**src/rtl/drive_pkg.sv**
```systemverilog
// Shared constants for the drive front end: phase divider presets, IEC bus channel indices
// and a counter-width helper.
package drive_pkg;

   localparam int DRV_DIV_1MHZ = 32;
   localparam int DRV_DIV_2MHZ = 16;

   localparam int IEC_ATN  = 0;
   localparam int IEC_DATA = 1;
   localparam int IEC_CLK  = 2;

   // Bits needed to count 0..n-1; never narrower than one bit.
   function automatic int drv_cnt_width(input int n);
      return (n <= 2) ? 1 : $clog2(n);
   endfunction

endpackage

```
**src/rtl/drive_bus_filter.sv**
```systemverilog
// Single bus line: SYNC_STAGES-flop synchroniser, FILTER_CNT-cycle deglitcher, registered edge pulses.
// Latency SYNC_STAGES+FILTER_CNT cycles from pin to dout; free-running, no backpressure.
module drive_bus_filter
   import drive_pkg::*;
#(
   parameter int   SYNC_STAGES = 2,
   parameter int   FILTER_CNT  = 1,
   parameter logic RESET_VAL   = 1'b1
) (
   input  logic clk32,
   input  logic reset,
   input  logic din,
   output logic dout,
   output logic rise,
   output logic fall
);

   localparam int            CW       = drv_cnt_width(FILTER_CNT);
   localparam logic [CW-1:0] CNT_LAST = CW'(FILTER_CNT - 1);

   logic [SYNC_STAGES-1:0] sync;
   logic [CW-1:0]          cnt;
   logic                   s;
   logic                   settle;

   assign s = sync[SYNC_STAGES-1];

   // The line has differed from dout for FILTER_CNT consecutive samples, this one included.
   assign settle = (s != dout) && (cnt == CNT_LAST);

   always_ff @(posedge clk32) begin
      if (reset) begin
         sync <= {SYNC_STAGES{RESET_VAL}};
         cnt  <= '0;
         dout <= RESET_VAL;
         rise <= 1'b0;
         fall <= 1'b0;
      end else begin
         sync <= {sync[SYNC_STAGES-2:0], din};
         rise <= settle & s;
         fall <= settle & ~s;
         if (s == dout || settle)
            cnt <= '0;
         else
            cnt <= cnt + CW'(1);
         if (settle)
            dout <= s;
      end
   end

endmodule

```
**src/rtl/drive_bus_phase_gen.sv**
```systemverilog
// Drive front end: per-channel bus filters plus phase-2 enable generator with glitch-free 1/2 MHz switch.
// Filter latency SYNC_STAGES+FILTER_CNT, phase pulses registered; no backpressure. Option DRIVE_PAUSE_EN.
module drive_bus_phase_gen
   import drive_pkg::*;
#(
   parameter int   CHANNELS    = 3,
   parameter int   SYNC_STAGES = 2,
   parameter int   FILTER_CNT  = 1,
   parameter logic RESET_VAL   = 1'b1,
   parameter int   DIV_SLOW    = DRV_DIV_1MHZ,
   parameter int   DIV_FAST    = DRV_DIV_2MHZ
) (
   input  logic                clk32,
   input  logic                reset,
   input  logic [CHANNELS-1:0] bus_in,
   output logic [CHANNELS-1:0] bus_out,
   output logic [CHANNELS-1:0] bus_rise,
   output logic [CHANNELS-1:0] bus_fall,
   input  logic                fast_req,
   output logic                fast_act,
   input  logic                pause,
   output logic                p2_h_r,
   output logic                p2_h_f
);

   localparam int            DW        = drv_cnt_width(DIV_SLOW);
   localparam logic [DW-1:0] SLOW_LAST = DW'(DIV_SLOW - 1);
   localparam logic [DW-1:0] FAST_LAST = DW'(DIV_FAST - 1);
   localparam logic [DW-1:0] SLOW_HALF = DW'(DIV_SLOW / 2);
   localparam logic [DW-1:0] FAST_HALF = DW'(DIV_FAST / 2);

   if (SYNC_STAGES < 2 || FILTER_CNT < 1 || DIV_FAST < 4 || DIV_FAST > DIV_SLOW ||
       (DIV_SLOW % 2) != 0 || (DIV_FAST % 2) != 0) begin : g_bad_params
      $error("drive_bus_phase_gen: illegal parameter set");
   end

   for (genvar i = 0; i < CHANNELS; i++) begin : g_ch
      drive_bus_filter #(
         .SYNC_STAGES (SYNC_STAGES),
         .FILTER_CNT  (FILTER_CNT),
         .RESET_VAL   (RESET_VAL)
      ) u_filt (
         .clk32 (clk32),
         .reset (reset),
         .din   (bus_in[i]),
         .dout  (bus_out[i]),
         .rise  (bus_rise[i]),
         .fall  (bus_fall[i])
      );
   end

   logic [DW-1:0] div;
   logic [DW-1:0] div_last;
   logic [DW-1:0] div_half;
   logic          wrap;
   logic          hold_now;
   logic          pause_eff;

   assign div_last = fast_act ? FAST_LAST : SLOW_LAST;
   assign div_half = fast_act ? FAST_HALF : SLOW_HALF;
   assign wrap     = (div == div_last);

`ifdef DRIVE_PAUSE_EN
   // Frozen at div 0 between periods; releasing lets the held 0 produce the period's p2_h_r.
   logic held;
   assign pause_eff = pause;
   assign hold_now  = held & pause;

   always_ff @(posedge clk32) begin
      if (reset)
         held <= 1'b0;
      else
         held <= (held | wrap) & pause;
   end
`else
   logic unused_pause;
   assign unused_pause = pause;
   assign pause_eff    = 1'b0;
   assign hold_now     = 1'b0;
`endif

   // Mode only changes at the wrap, so every period is a whole old- or new-mode period.
   always_ff @(posedge clk32) begin
      if (reset) begin
         div      <= '0;
         fast_act <= 1'b0;
         p2_h_r   <= 1'b0;
         p2_h_f   <= 1'b0;
      end else begin
         p2_h_r <= (div == '0) & ~hold_now;
         p2_h_f <= (div == div_half);
         if (hold_now || wrap)
            div <= '0;
         else
            div <= div + DW'(1);
         if (wrap && !pause_eff)
            fast_act <= fast_req;
      end
   end

endmodule

```
**config.mk**
```make
export PLATFORM = sky130hd
export DESIGN_NAME = drive_bus_phase_gen
export DESIGN_NICKNAME = d
export VERILOG_FILES = /design/src/rtl/drive_pkg.sv /design/src/rtl/drive_bus_filter.sv /design/src/rtl/drive_bus_phase_gen.sv
export SDC_FILE = /design/constraint.sdc
export NUM_CORES = 1
export LEC_CHECK = 0
export ABC_CLOCK_PERIOD_IN_PS = 1200
export CAP_MARGIN = 10
export CORE_UTILIZATION = 58
export DETAILED_ROUTE_END_ITERATION = 8
export DONT_BUFFER_PORTS = 1
export PLACE_DENSITY = 0.74
export SYNTH_ARGS = -nofsm -noshare
export SYNTH_HDL_FRONTEND = slang
export SYNTH_SLANG_ARGS = --single-unit
export TNS_END_PERCENT = 1
```
**constraint.sdc**
```tcl
create_clock -name clk32 -period 1.2 [get_ports clk32]
set_input_delay 0.3 -clock clk32 [delete_from_list [all_inputs] [get_ports clk32]]
set_output_delay 0.3 -clock clk32 [all_outputs]
set_load 0.01 [all_outputs]
```
After elaboration in Yosys (flattened, before gate mapping)
Cells that the tools add are included.

Add/subtract/negate cells: 4. Muxes and demuxes: 2. Bitwise operators: 12. Equal/unequal tests: 8. Reduce and logical (&&, ||, !) cells: 11.

Operators by type and width (number): equality test 5 bit (2); two-way mux 5 bit (2); OR reduction 2 bit (4); bitwise AND 1 bit (6); inverter 1 bit (6); adder 5 x 1 -> 5 bit, second input constant (1); logical NOT 5 bit (1); adder 1 bit, second input constant (3); equality test 1 bit (3); logical AND 1 bit (3); logical OR 1 bit (3); inequality test 1 bit (3).

Register bits: 26. Logic and storage cells: 56. Input port bits: 7.

Longest topological paths before layout
Depth after elaboration: 4. Depth in mapped cells: 4.

Modules after synthesis
A second synthesis with hierarchy kept.

Cell total of the unflattened synthesis: 76. Area, all modules: 845.8 sq um.

Modules (own cells, without submodules): drive_bus_filter (times used 3, cells each 13, area each 168.9 sq um, seq. area each 120.1 sq um); drive_bus_phase_gen (times used 1, cells each 37, area each 339.1 sq um, seq. area each 160.2 sq um).

Worst setup path after synthesis
Ideal clock, no wire load.

Kind: reg-to-reg. Start point: register div[0]. End point: register div[3]. Data required time: 1.081 ns. Stages on the path, launching flop included: 5. Data arrival time: 0.940 ns. Library setup time: 0.119 ns. Period minus slack after synthesis: 1.060 ns. Slack: 0.140 ns. Cells stage by stage: dfxtp_1 ha_1 nand3_1 o21bai_2 nor2_1.

Longest elaborated chain between the ends: 2.

RTL lines: start: declaration (RTL line drive_bus_phase_gen.sv:52) `logic [DW-1:0] div;`; start signal: assignment (RTL line drive_bus_phase_gen.sv:95) `div <= div + DW'(1);`; branches (longest 2 deep; another with adder 5 x 1 -> 5 bit).

Several ways; the timed one is not identified. A chain may end at the register's enable or synchronous reset.

Worst setup path in the final report
Start point: register fast_act. End point: output port fast_act.

RTL lines: start: declaration (RTL line drive_bus_phase_gen.sv:20) `output logic fast_act,`; start signal: assignment (RTL line drive_bus_phase_gen.sv:97) `fast_act <= fast_req;`.

No word-level cell between the ends.

==> results.cfg <==
[final_layout]
num-nets-final = 88
postLayoutCoreUtil_pct = 62.1
final_common_cell = dfxtp_1
final_cell_mix = 25 x dfxtp_1, 6 x nor2_1, 6 x or2_2, 6 x nor4b_1
num_antenna_cells = 0
layout-drive-gt1-share_pct = 21.8
area_growth_syn_to_layout_pct = 0.538

[worst_setup_path]
startpoint_type = register
worst-path-max-fanout = 6
worstPathArrival_ns = 0.80
critPathKind = register to output pin
worst_setup_path_end_kind = output pin
cp.required_ns = 0.90

[route]
ant_nets = 0
firstDrtPassIters = 4
wl_per_cell_um = 11.3
drt-initial-drc-count = 8
drc = 0
routed_via_density = 5.35
via_count = 503
finalWirelength_um = 1070

[clock_network]
clkSlewWorstSetupHoldPaths_ns = 0.13
worstSkewPairLatency_ns = 0.31
cts_buffer_depth = 2
cts_made_buffers = 3
clock-root-buffer = clkbuf_4
numClockSinks = 26
cts_tree = built
ctsHtreeMaxLevel = 1
cts_setup_buffers = 0

[floorplanning]
die-area_mm2 = 0.00177
rows = 14
core_area_mm2 = 0.00151
io_pins = 19
die_y_um = 42.1
initial_utilization_pct = 61.8
die_w_um = 42.1

[global_routing]
overflow = 0
grt_first_pass_wirelength_um = 1810
grtUsageTotal_pct = 13.8
antenna_found_initial = 0
grt_pass1_vias = 454
grt_max_degree = 20

[pwr]
total_power_uw = 1570
ir_drop_v = 0.000869
p_leak_uw = 0.000359
pwr_density_cell_mw_per_mm2 = 1670

[place]
dp_hpwl_um = 749
preCtsSetupSlack_ns = 0.000428
numPortBuffers = 0
gp_congestion = 0.662

[timing]
rsz0062_at_grt = false
final_hold_viol_count = 0
finalMaxSlewViolations = 0
finalWorstSetupSlack_ns = 0.0993
finalSetupViolations = 0
post-route-period-util_pct = 91.7
fin_crit_ns = 1.10
fin_tns_setup_ns = 0
fmax_mhz = 908
fin_skew_ns = 0.00276

[yosys]
avgSynthCellArea_um2 = 11.1
syn_inst = 84
yosysSeqAreaShare_pct = 55.9
ys_ff_latch = 26
syn_area_um2 = 931
yosysWarnings = 0
synth.distinct_cells = 24

[worst_hold_path]
hp-class = input port to register

[job]
drv_cap = 0

[outcome]
status = complete, no violations
[where the power goes]
part | internal (uW) | total [uW] | switching, uW
logic | 36.5 | 57.4 | 20.9
clock network | 337 | 574 | 237
registers | 901 | 934 | 33.1
[stage by stage]
step | hold WS [ns] | cells | area (um^2)
after floorplan | 0.389 | 86 | 938
after global placement | 0.373 | 90 | 867
after detailed placement | 0.374 | 90 | 867
after CTS | 0.0206 | 94 | 920
after global routing | 0.00661 | 94 | 936
final | 0.0405 | 94 | 936
[per-layer routing]
metal / GRT usage (%) / part of all wire [%] / vias up
met4: 7.50 / 0.84 / 0
met1: 15.9 / 46 / 236
met3: 3.88 / 4.1 / 2
met5: 0 / 0 / -
li1: - / - / 253
met2: 23.1 / 49 / 12
[final timing paths]
check | start | endpoint | slack [ns] | cells past startpoint
hold / removal | reset | fast_act$_SDFFE_PP0N_ | 0.04 | 1
setup reg to reg | div[1]$_SDFF_PP0_ | div[0]$_SDFF_PP0_ | 0.12 | 4
hold reg to reg | g_ch[2].u_filt.sync[0]$_SDFF_PP1_ | g_ch[2].u_filt.sync[1]$_SDFF_PP1_ | 0.42 | 1
setup / recovery | fast_act$_SDFFE_PP0N_ | fast_act | 0.1 | 0
[cells by family after synthesis]
logic type | after synthesis | synth area share, %
AOI/OAI and AO/OA | 8 | 7.12
buffers and inverters | 15 | 11.0
adders and majority gates | 2 | 2.69
xor gates and xnor gates | 4 | 3.76
DFF | 26 | 55.9
other | 1 | 0.403
and+or+nand+nor | 28 | 19.1
[synthesized netlist by cell type]
cell type   n  area, um^2
nor2b_1     3        18.8
or3b_4      1        11.3
buf_6       1        11.3
nand3b_1    1        7.51
a21oi_1     1        5.00
nor2_1      6        22.5
a211o_1     3        26.3
o21bai_2    1        11.3
ha_1        2        25.0
a41o_1      1        10.0
inv_1       3        11.3
conb_1      1        3.75
a21oi_2     1        8.76
buf_2       1        5.00
nor4b_1     6        52.6
nor3_2      1        10.0
xnor2_1     2        17.5
nand2_1     2        7.51
dfxtp_1    26         521
buf_4      10        75.1
o21ai_0     1        5.00
or2_2       6        37.5
nand3_1     2        10.0
xor2_1      2        17.5
[flip-flops by register name, indices dropped and copies added (netlist names)]
signal,count
p2_h_r,1
g_ch.u_filt.cnt,3
fast_act,1
p2_h_f,1
div,5
g_ch.u_filt.fall,3
g_ch.u_filt.dout,3
g_ch.u_filt.sync,6
g_ch.u_filt.rise,3
[cell type report]
class | count | area, um^2
sequential | 26 | 522
tap | 16 | 20.0
inverter | 3 | 11.3
fill | 123 | 571
multi-input combinational | 45 | 330
clock buffer | 3 | 22.5
clock inverter | 1 | 30.0
[what timing repair did]
item                                    in CTS  in global routing
gates cloned                                 0                  0
pin swaps                                    1                  1
resized for setup                            0                  5
endpoints found under the setup margin       1                  5
hold buffers                                 0                  0
hold endpoints to repair                     0                  0
No activity file was read; power rests on OpenSTA's default activity.
